File: src/rtl/div_seq.sv
// Iterative restoring divider for the execute stage: stalls the pipeline for W+2 cycles,
// then presents one registered {result, flags} with a single-cycle done pulse.
`timescale 1ns/1ps
module div_seq #(
  parameter int W  = 32,
  parameter int CW = 5
) (
  input  logic         clk,
  input  logic         rst,
  input  logic         start_i,
  input  logic         signed_i,
  input  logic         rem_i,
  input  logic [W-1:0] dest_i,
  input  logic [W-1:0] src_i,
  input  logic         flush_i,
  output logic         busy_o,
  output logic         done_o,
  output logic [W-1:0] result_o,
  output logic [3:0]   flags_o
);

  localparam logic [1:0] IDLE = 2'd0;
  localparam logic [1:0] CALC = 2'd1;
  localparam logic [1:0] FIX  = 2'd2;
  localparam logic [1:0] DONE = 2'd3;

  localparam logic [W-1:0] MIN_VAL = {1'b1, {(W-1){1'b0}}};

  logic [1:0]   state_q, state_d;
  logic [CW-1:0] cnt_q, cnt_d;
  logic [W-1:0] result_q, result_d;
  logic [3:0]   flags_q, flags_d;
  logic [W:0]   rem_q, rem_d;
  logic [W-1:0] quo_q, quo_d;
  logic [W-1:0] dvs_q, dvs_d;
  logic         qneg_q, qneg_d;
  logic         rneg_q, rneg_d;
  logic         remsel_q, remsel_d;

  logic         dvd_neg, dvs_neg;
  logic [W-1:0] dvd_mag, dvs_mag;
  logic [W:0]   shifted;
  logic         fits;
  logic [W-1:0] quo_fix, rem_fix;

  // {Z, N, V, DZ} derived from the value actually delivered
  function automatic logic [3:0] mk_flags(input logic [W-1:0] r, input logic v, input logic dz);
    return {(r == '0), r[W-1], v, dz};
  endfunction

  assign dvd_neg = signed_i & dest_i[W-1];
  assign dvs_neg = signed_i & src_i[W-1];
  assign dvd_mag = dvd_neg ? (~dest_i + 1'b1) : dest_i;
  assign dvs_mag = dvs_neg ? (~src_i + 1'b1) : src_i;

  // rem_q[W] only takes part in the compare; a partial remainder never exceeds W bits
  assign shifted = {rem_q[W-1:0], quo_q[W-1]};
  assign fits    = ({rem_q, quo_q[W-1]} >= {2'b00, dvs_q});
  assign quo_fix = qneg_q ? (~quo_q + 1'b1) : quo_q;
  assign rem_fix = rneg_q ? (~rem_q[W-1:0] + 1'b1) : rem_q[W-1:0];

  always_comb begin
    state_d  = state_q;
    cnt_d    = cnt_q;
    result_d = result_q;
    flags_d  = flags_q;
    rem_d    = rem_q;
    quo_d    = quo_q;
    dvs_d    = dvs_q;
    qneg_d   = qneg_q;
    rneg_d   = rneg_q;
    remsel_d = remsel_q;
    if (flush_i) begin
      state_d = IDLE;
    end else begin
      case (state_q)
        IDLE: begin
          if (start_i) begin
            remsel_d = rem_i;
            qneg_d   = dvd_neg ^ dvs_neg;
            rneg_d   = dvd_neg;
            dvs_d    = dvs_mag;
            if (src_i == '0) begin
              result_d = rem_i ? dest_i : '1;
              flags_d  = mk_flags(result_d, 1'b0, 1'b1);
              state_d  = DONE;
            end else if (signed_i && dest_i == MIN_VAL && src_i == '1) begin
              result_d = rem_i ? '0 : MIN_VAL;
              flags_d  = mk_flags(result_d, 1'b1, 1'b0);
              state_d  = DONE;
            end else begin
              cnt_d   = CW'(W - 1);
              rem_d   = '0;
              quo_d   = dvd_mag;
              state_d = CALC;
            end
          end
        end
        CALC: begin
          rem_d = fits ? (shifted - {1'b0, dvs_q}) : shifted;
          quo_d = {quo_q[W-2:0], fits};
          if (cnt_q == '0) state_d = FIX;
          else cnt_d = cnt_q - 1'b1;
        end
        FIX: begin
          result_d = remsel_q ? rem_fix : quo_fix;
          flags_d  = mk_flags(result_d, 1'b0, 1'b0);
          state_d  = DONE;
        end
        default: state_d = IDLE;
      endcase
    end
  end

  // Control and delivered result
  always_ff @(posedge clk or negedge rst) begin
    if (!rst) begin
      state_q  <= IDLE;
      cnt_q    <= '0;
      result_q <= '0;
      flags_q  <= '0;
    end else begin
      state_q  <= state_d;
      cnt_q    <= cnt_d;
      result_q <= result_d;
      flags_q  <= flags_d;
    end
  end

  // Iteration datapath, only meaningful once loaded from IDLE
  always_ff @(posedge clk) begin
    rem_q    <= rem_d;
    quo_q    <= quo_d;
    dvs_q    <= dvs_d;
    qneg_q   <= qneg_d;
    rneg_q   <= rneg_d;
    remsel_q <= remsel_d;
  end

  assign busy_o   = ((state_q == IDLE) & start_i & ~flush_i) | (state_q == CALC) | (state_q == FIX);
  assign done_o   = (state_q == DONE);
  assign result_o = result_q;
  assign flags_o  = flags_q;

endmodule
File: config.mk
export PLATFORM = sky130hd
export DESIGN_NAME = div_seq
export DESIGN_NICKNAME = d
export VERILOG_FILES = /design/src/rtl/div_seq.sv
export SDC_FILE = /design/constraint.sdc
export NUM_CORES = 1
export LEC_CHECK = 0
export CORE_ASPECT_RATIO = 1.2
export CORE_MARGIN = 2
export CORE_UTILIZATION = 59
export DETAILED_ROUTE_END_ITERATION = 10
export GPL_TIMING_DRIVEN = 0
export PLACE_DENSITY = 0.8
export SLEW_MARGIN = 25
export SYNTH_ARGS = -nofsm -noshare
export SYNTH_HDL_FRONTEND = slang
export SYNTH_SLANG_ARGS = --single-unit
export TNS_END_PERCENT = 1
File: constraint.sdc
create_clock -name clk -period 4.3 [get_ports clk]
set_input_delay 0.43 -clock clk [delete_from_list [all_inputs] [get_ports clk]]
set_output_delay 0.43 -clock clk [all_outputs]
set_load 0.05 [all_outputs]
---- Word level (Yosys, flattened, before mapping) ----
Cells that the tools add are included.
storage, ports and cells
  register bits after elaboration ......... 143
  output and inout bits ................... 38
  word-level logic and storage cells ...... 91
operators by class
  add/sub/neg operators ................... 6
  $lt $le $gt $ge ......................... 1
  eq/ne operators ......................... 12
  mux-type cells .......................... 35
  bitwise gates (word level) .............. 12
  reduce and logical (&&, ||, !) cells .... 15
operators by type and width
  cell                   count
  $mux 32                13
  $mux 33                4
  $add 32x1->32 const B  4
  $logic_not 32->1       4
  $not 32->32            4
  $pmux 32 s2            2
  $pmux 33 s2            1
  $eq 32x32->1 const B   2
  $ge 34x32->1           1
  $sub 33x32->33         1
  $mux 5                 4
  $mux 4                 3
  $mux 2                 5
  $pmux 5 s2             1
  $ne 3x3->1 const B     3
  $ne 2x2->1 const B     4
  $pmux 4 s2             1
  $pmux 2 s3             1
  $reduce_and 6->1       1
  $logic_not 5->1        1
  $reduce_and 5->1       1
  $sub 5x1->5 const B    1
  $and 1x1->1            4
  $eq 2x2->1 const B     2
  10 further kinds       13

---- Depth between registers and ports, before layout ----
Gate-level depths: netlist of run 1.
  depth after elaboration ................. 8
  depth in mapped cells ................... 15
  gate-level depth less buffers ........... 14

---- Worst setup path after synthesis of run 1 ----
No wires, ideal clock.
  path kind ............................... register to register
  start point ............................. register quo_q[31]
  end point ............................... register rem_q[27], data pin
  setup time .............................. 266 ps
  data arrival time ....................... 3379 ps
  slack ................................... 655 ps
  stages on the path, launching flop included .. 16
  buffers on the path ..................... 1
  clock period less this slack ............ 3645 ps
  path through ............................ edfxtp_1 > inv_1 > ha_1 > inv_1 > fa_1 > a21o_1 > a221oi_1 > nand3_1 > nand4b_1 > a21oi_1 > nor3_1 > a21oi_1 > o21ai_1 > clkbuf_1 > mux2i_1 > nor2_1
between the ends
  longest elaborated chain between the ends .. 3
  elaborated cells between the ends (all ways) .. 4
  those cells by class .................... add/sub (1); order compare (1); mux (2)
RTL lines
  item                                            line     RTL
  start, declared                                 34       logic [W-1:0] quo_q, quo_d;
  start signal, assigned                          133      quo_q <= quo_d;
  $sub 33x32->33 or $ge 34x32->1 (tied branches)  100, 58
  $mux 33 *                                       100      rem_d = fits ? (shifted - {1'b0, dvs_q}) : shifted;
  $pmux 33 s2 *                                   76       case (state_q)
  end signal, assigned                            132      rem_q <= rem_d;
  end, declared                                   33       logic [W:0] rem_q, rem_d;
Every way passes the cells marked *; elsewhere a longest branch is shown, timed or not.
A chain may end at the register's enable or synchronous reset.

---- Final worst setup path of run 1 ----
  start point ............................. input port dest_i[10]
  end point ............................... register result_q[21], in the netlist result_o[21]
between the ends
  longest elaborated chain between the ends .. 5
RTL lines
  item                            line  RTL
  start, declared                 13    input logic [W-1:0] dest_i,
  $eq 32x32->1                    87    end else if (signed_i && dest_i == MIN_VAL && src_i == '1) begin
  $logic_and 1x1->1 (2 in a row)  87
  $ne 3x3->1 (no line)            --
  $reduce_and 4->1 (no line)      --
  end signal, assigned            125   result_q <= result_d;
  end, declared                   31    logic [W-1:0] result_q, result_d;
Every way passes these cells.

==> results.json, run 1 <==
{
  "wire_per_inst_um": 19.4,
  "dp_slack_ns": -0.582,
  "drtPass1Iterations": 5,
  "dr.first_iter.drc_count": 809,
  "insertedDiodeCount": 0,
  "endpoint_kind": "register",
  "clkTransAtPathRegs_ns": 0.06,
  "cts.sinks": 142,
  "synth_area_leaders": "edfxtp_1 27%, dfrtp_1 9.4%, xnor2_1 5.7%, o21ai_0 5.1%, ha_1 4.8%",
  "drive_gt1_share_pct": 5.75,
  "fin_skew_ns": 0.00925,
  "grt_use_total_pct": 32.9,
  "path_class": "in -> reg",
  "drc": 0,
  "cp_top_family": "simple AND/OR/NAND/NOR gates",
  "grt_overflow": 0,
  "path_cells": "clkdlybuf4s50_1 -> or4_1 -> nor3_2 -> nand2_1 -> nor2_1 -> and3_1 -> o21ai_1 -> a211o_1 -> clkbuf_1 -> clkbuf_1 -> clkbuf_1 -> nand2_1 -> o21ai_0",
  "synthCells": 1317,
  "n_fill_cell": 1506,
  "p_seq_share_pct": 30.1,
  "synth_xor_area_share_pct": 10.4,
  "regArea_mm2": 0.00405,
  "design_area_mm2": 0.0133,
  "core_mm2": 0.0187,
  "rows": 55,
  "post_drt_via_cell_ratio": 6.19,
  "maxCapViolCount": 0,
  "synth_edf_count": 100,
  "synth_fp_nets": 1431,
  "crit_cells": 13,
  "die_y_um": 155,
  "setup_ws_ns": 0.0906,
  "crit_end": "result_o[21]",
  "hold_viol_final": 0,
  "synth.area.mux_share_pct": 4.22,
  "yosys.area_share.simple_pct": 19.1,
  "p_clk_share_pct": 19.4,
  "crit_start": "dest_i[10]",
  "reg2reg_depth": 15,
  "dieArea_mm2": 0.0201,
  "worstSetupStartpointType": "input pin",
  "synthArstFlopShare_pct": 29.6,
  "multiInputGateArea_mm2": 0.00666,
  "grt_pass1_wl_um": 51200,
  "pwr-share-comb_pct": 50.5,
  "status": "complete, no violations",
  "worst-r2r-setup-slack_ns": 0.21,
  "grt_pass1_vias": 9934,
  "wl_um": 33200,
  "hold_slack_ns": 0.436,
  "nNetsFinal": 1562,
  "synth.ff_latch_count": 142,
  "powerDensity_mw_per_mm2": 580,
  "io_buffers": 107,
  "worst_slew_pin_slew_ns": 0.741,
  "postCtsSetupBuffers": 0,
  "vias": 10600,
  "worstPathMaxFanout": 10,
  "slowest_stage": "or4_1",
  "seq_area_frac_synth_pct": 36.2,
  "r2r-start": "quo_q[31]",
  "ys.flop_type": "edfxtp_1",
  "cpMostUsedCell": "clkbuf_1",
  "min_period_ns": 4.21,
  "placed_cell_area_mm2": 0.0127,
  "synth_area_mm2": 0.0112,
  "pin_count": 108,
  "die_x_um": 130,
  "slew_headroom_pct": 49.9,
  "hold_path.class": "in -> async",
  "gp_congestion": 0.941,
  "dpl.hpwl_um": 26200,
  "finalSetupViolations": 0,
  "synth_top_family_by_area": "compound AO/OA/AOI/OAI gates",
  "path_buf_inv": 4,
  "h-tree-depth": 4,
  "synth-compound-area-share_pct": 20.3,
  "clockBufferDepth": 2,
  "fin_crit_sh_pct": 97.9,
  "syn_to_final_growth_pct": 19.0,
  "drv_slew": 0,
  "cts_inserted_buffers": 17,
  "cp_slowest_stage_delay_ns": 0.60,
  "required_ns": 4.60,
  "yosys.area.top_type": "edfxtp_1",
  "place_inst": 1684,
  "switching_share_pct": 44.3,
  "leakage_nw": 5.02,
  "netlist_top_cells_count": "130 x nand2_1, 122 x nor2_1, 114 x o21ai_0, 100 x edfxtp_1, 91 x a21oi_1",
  "fin_cells": 1717,
  "synth.distinct_cells": 80,
  "cp_data_arrival_time_ns": 4.51,
  "synth_most_common_cell": "nand2_1",
  "clk_latency_ns": 0.43,
  "synthAdderAreaFrac_pct": 4.98,
  "power_switching_mw": 3.42,
  "antenna_left": 0,
  "synth_top_area_share_pct": 26.8,
  "antenna_found_initial": 0,
  "synth.avg_cell_area_um2": 8.50,
  "r2r_end": "rem_q[27]",
  "clockRootBuffer": "clkbuf_16",
  "p_int_mw": 4.30,
  "ir_drop_v": 0.000337,
  "grt_max_degree": 36,
  "cts_tree": "done",
  "fmax_ghz": 0.238,
  "initial_utilization_pct": 59.8,
  "ys_warn_count": 0
}
[power groups by stage]
stage / Clock (mW) / Sequential, mW / Combinational, mW
6_report: 1.50 / 2.32 / 3.90
5_1_grt: 1.55 / 2.37 / 4.23
4_1_cts: 1.50 / 2.31 / 3.86
3_5_place_dp: 0 / 2.33 / 3.82
3_3_place_gp: 0 / 2.34 / 3.70
2_1_floorplan: 0 / 2.71 / 2.27
[state kept, by name, summed over array words and instances, names as in the netlist]
register and flops:
remsel_q 1, dvs_q 32, rneg_q 1, flags_o 4
result_o 31, qneg_q 1, rem_q 33, cnt_q 5
state_q 2, quo_q 32
[through the flow]
| stage | TNS (ns) | util [%] | total power [mW] |
|---|---|---|---|
| 2_1_floorplan | 0 | - | 4.97 |
| 3_3_place_gp | -120.24 | 67.3 | 6.04 |
| 3_5_place_dp | -21.31 | 67.7 | 6.16 |
| 4_1_cts | 0 | 71.1 | 7.67 |
| 5_1_grt | -0.00968 | 71.2 | 8.14 |
| 6_report | 0 | 71.2 | 7.72 |
[worst reg2reg max path, stage by stage, from the launching register on]
cell and delay (ns):
edfxtp_1 0.36, inv_1 0.21, ha_1 0.21, inv_1 0.05, fa_1 0.39, a21o_1 0.22
a221oi_2 0.38, nand3_1 0.20, nand4b_1 0.23, a21oi_1 0.15, nor3_1 0.25, a21oi_1 0.19
o21ai_4 0.38, clkbuf_4 0.34, mux2i_1 0.21, nor2_1 0.05
[kinds of logic after synthesis]
family                   after synthesis
adder cells (fa/ha/maj)               44
buffers and inverters                136
AO/OA/AOI/OAI                        374
XOR/XNOR                             133
AND/OR/NAND/NOR                      442
flip-flops                           142
multiplexers                          46
[layer usage]
metal / wire length, um / track usage (%) / vias to the layer above
met1: 12800 / 37.5 / 4955
li1: - / - / 5059
met2: 16900 / 58.9 / 514
met3: 1970 / 4.78 / 99
met4: 1590 / 17.6 / 0
met5: 0 / 0 / -
[repair_timing]
action / 4_1_cts / 5_1_grt
hold endpoints to repair: 12 / 0
gates cloned: 0 / 0
setup endpoints to repair: 45 / 35
pin swaps: 0 / 1
hold buffers: 1 / 0
resized for setup: 5 / 7
[layout by cell type, fill, tap and decap left out, types with 18 or more instances in the layout]
cell type        instances
o21ai_1                 34
xor2_1                  60
ha_1                    43
o31ai_1                 23
edfxtp_1               100
a21oi_1                 91
clkbuf_16               19
dfrtp_1                 42
nor3_1                  38
nor2_1                 121
clkbuf_1                54
xnor2_1                 73
inv_1                   65
clkdlybuf4s50_1        106
a21o_1                  18
nand2_1                130
mux2i_1                 36
nand3_1                 18
o21ai_0                114
[layout make-up]
type | count | area share [%]
plain buffers | 68 | 2.12
clock buffers | 21 | 3.77
clock inverters | 11 | 0.742
inverters | 68 | 1.93
multi-input cells | 1039 | 50.0
flip-flops and latches | 142 | 30.4
well taps | 256 | 2.40
repair buffers | 112 | 8.64
[worst min-delay path by stage]
stage / slack (ns) / to / cells past startpoint / start
after floorplan: 0.13 / cnt_q[0] / 0 / rst
final: 0.44 / result_o[25] / 2 / rst
after global placement: 0.46 / result_o[19] / 2 / result_o[19]
after CTS: 0.42 / result_o[24] / 2 / rst
after detailed placement: 0.33 / result_o[25] / 1 / rst
after global routing: 0.47 / result_o[20] / 2 / rst
Power figures use the tool's default switching activity.
==> run 2, diff against run 1 <==
GPL_TIMING_DRIVEN = not set   (was 0)
==> results.json, run 2 (synthesis results as in run 1) <==
{
  "status": "finished, violations left",
  "violations": "hold timing",
  "fin_crit_sh_pct": 90.6,
  "vias": 10300,
  "largest_register_ffs": 33,
  "routed-wl-met2_um": 13800,
  "rsz0062_at_grt": "false",
  "cts_hold_buf": 0,
  "grt_max_degree": 71,
  "grt_pass1_wl_um": 47100,
  "dr.first_iter.drc_count": 1042,
  "io_buffers": 107,
  "endpoint_kind": "register",
  "cts_inserted_buffers": 17,
  "dp_slack_ns": 0.241,
  "clockRootBuffer": "clkbuf_16",
  "cp_data_arrival_time_ns": 4.07,
  "cts.sinks": 142,
  "dpl.hpwl_um": 22300,
  "initial_utilization_pct": 59.8,
  "post_drt_via_cell_ratio": 6.19,
  "dieArea_mm2": 0.0201,
  "gp_congestion": 0.900,
  "die_y_um": 155,
  "pin_count": 108,
  "antenna_found_initial": 0,
  "cts_resized": 0,
  "drv_slew": 0,
  "clkTransAtPathRegs_ns": 0.06,
  "grt_pass1_vias": 9288,
  "top_register": "rem_q",
  "fmax_ghz": 0.257,
  "syn_to_final_growth_pct": 17.3,
  "path_class": "reg -> reg",
  "maxCapViolCount": 0,
  "antenna_left": 0,
  "clk_latency_ns": 0.44,
  "hold_slack_ns": -0.0302,
  "worstPathMaxFanout": 27,
  "route.met3.wl_um": 2470,
  "drive_gt1_share_pct": 6.60,
  "rows": 55,
  "final_common_cell": "nand2_1",
  "biggestRegsByFlops": "rem_q (33), dvs_q (32), quo_q (32)",
  "clockBufferDepth": 2,
  "fin_skew_ns": 0.00779,
  "grt_overflow": 0,
  "leakage_nw": 4.99,
  "core_mm2": 0.0187,
  "postCtsSetupBuffers": 0,
  "tns_ns": 0,
  "die_x_um": 130,
  "powerDensity_mw_per_mm2": 577,
  "required_ns": 4.47,
  "m1WireLength_um": 12000,
  "hold_viol_final": 42,
  "wire_per_inst_um": 17.9,
  "cts_tree": "done",
  "worst_slew_pin_slew_ns": 0.804,
  "nNetsFinal": 1511,
  "finalSetupViolations": 0,
  "wl_um": 29900,
  "ir_drop_v": 0.000316,
  "worstSetupStartpointType": "register",
  "drtPass1Iterations": 7,
  "grt_use_total_pct": 29.8,
  "top_layer_used": "met4",
  "final_cell_mix": "130 x nand2_1, 121 x nor2_1, 114 x o21ai_0",
  "drc": 0,
  "worst-r2r-setup-slack_ns": 0.40,
  "h-tree-depth": 4,
  "setup_ws_ns": 0.402,
  "finish.utilization_pct": 70.2,
  "reg2reg_depth": 15,
  "hold_path.class": "in -> async",
  "slew_headroom_pct": 46.2,
  "min_period_ns": 3.90
}
==> run 2: cell types whose count changed in the layout (fill, tap and decap cells not counted), sizes merged <==
| cell | change |
|---|---|
| diode | +1 |
| dlygate4sd3 | -1 |
| clkbuf | -56 |
| clkinvlp | +1 |
| buf | +5 |
==> run 2: worst max-delay path: stages (launching register included) <==
cell	delay, ns
edfxtp_1	0.36
inv_1	0.08
ha_1	0.17
inv_1	0.06
fa_1	0.40
a21o_1	0.21
a221oi_1	0.50
nand3_1	0.21
nand4b_1	0.24
a21oi_1	0.14
nor3_1	0.27
a21oi_1	0.20
o21ai_4	0.24
buf_12	0.22
mux2i_1	0.26
nor2_1	0.06
==> run 2: cell type report <==
| cell class | instances | area (um^2) |
|---|---|---|
| flip-flops and latches | 142 | 4050 |
| repair buffers | 129 | 1260 |
| multi-input cells | 1039 | 6660 |
| inverters | 68 | 255 |
| diodes | 1 | 2.50 |
| well taps | 256 | 320 |
| clock buffers | 20 | 489 |
| clock inverters | 12 | 103 |
| fillers | 1487 | 5580 |
==> run 2: path summary, 6_finish.rpt <==
kind,from,endpoint
setup / recovery,quo_q[31],rem_q[1]
hold / removal,rst,result_o[23]
setup reg to reg,quo_q[31],rem_q[1]
hold reg to reg,result_o[17],result_o[17]
max in group asynchronous,rst,result_o[7]
min in group clk,result_o[17],result_o[17]
==> run 2: metal layers <==
metal  GRT usage [%]  vias to the layer above
met1            38.6                     4750
met4            15.4                        0
met5               0                        -
li1                -                     4937
met2            47.7                      534
met3            5.23                       96
==> run 2: report_power, final <==
part / internal (mW) / switching [mW]
combinational: 1.39 / 2.37
sequential: 1.99 / 0.368
clock: 0.879 / 0.590
total: 4.25 / 3.32
==> run 2: through the flow <==
step,power (mW),area (um^2),cells
2_1_floorplan,4.97,11200,1317
6_report,7.58,13100,1667
5_1_grt,8.01,13100,1666
3_5_place_dp,6.04,12500,1634
4_1_cts,7.53,13100,1666
3_3_place_gp,5.94,12500,1634
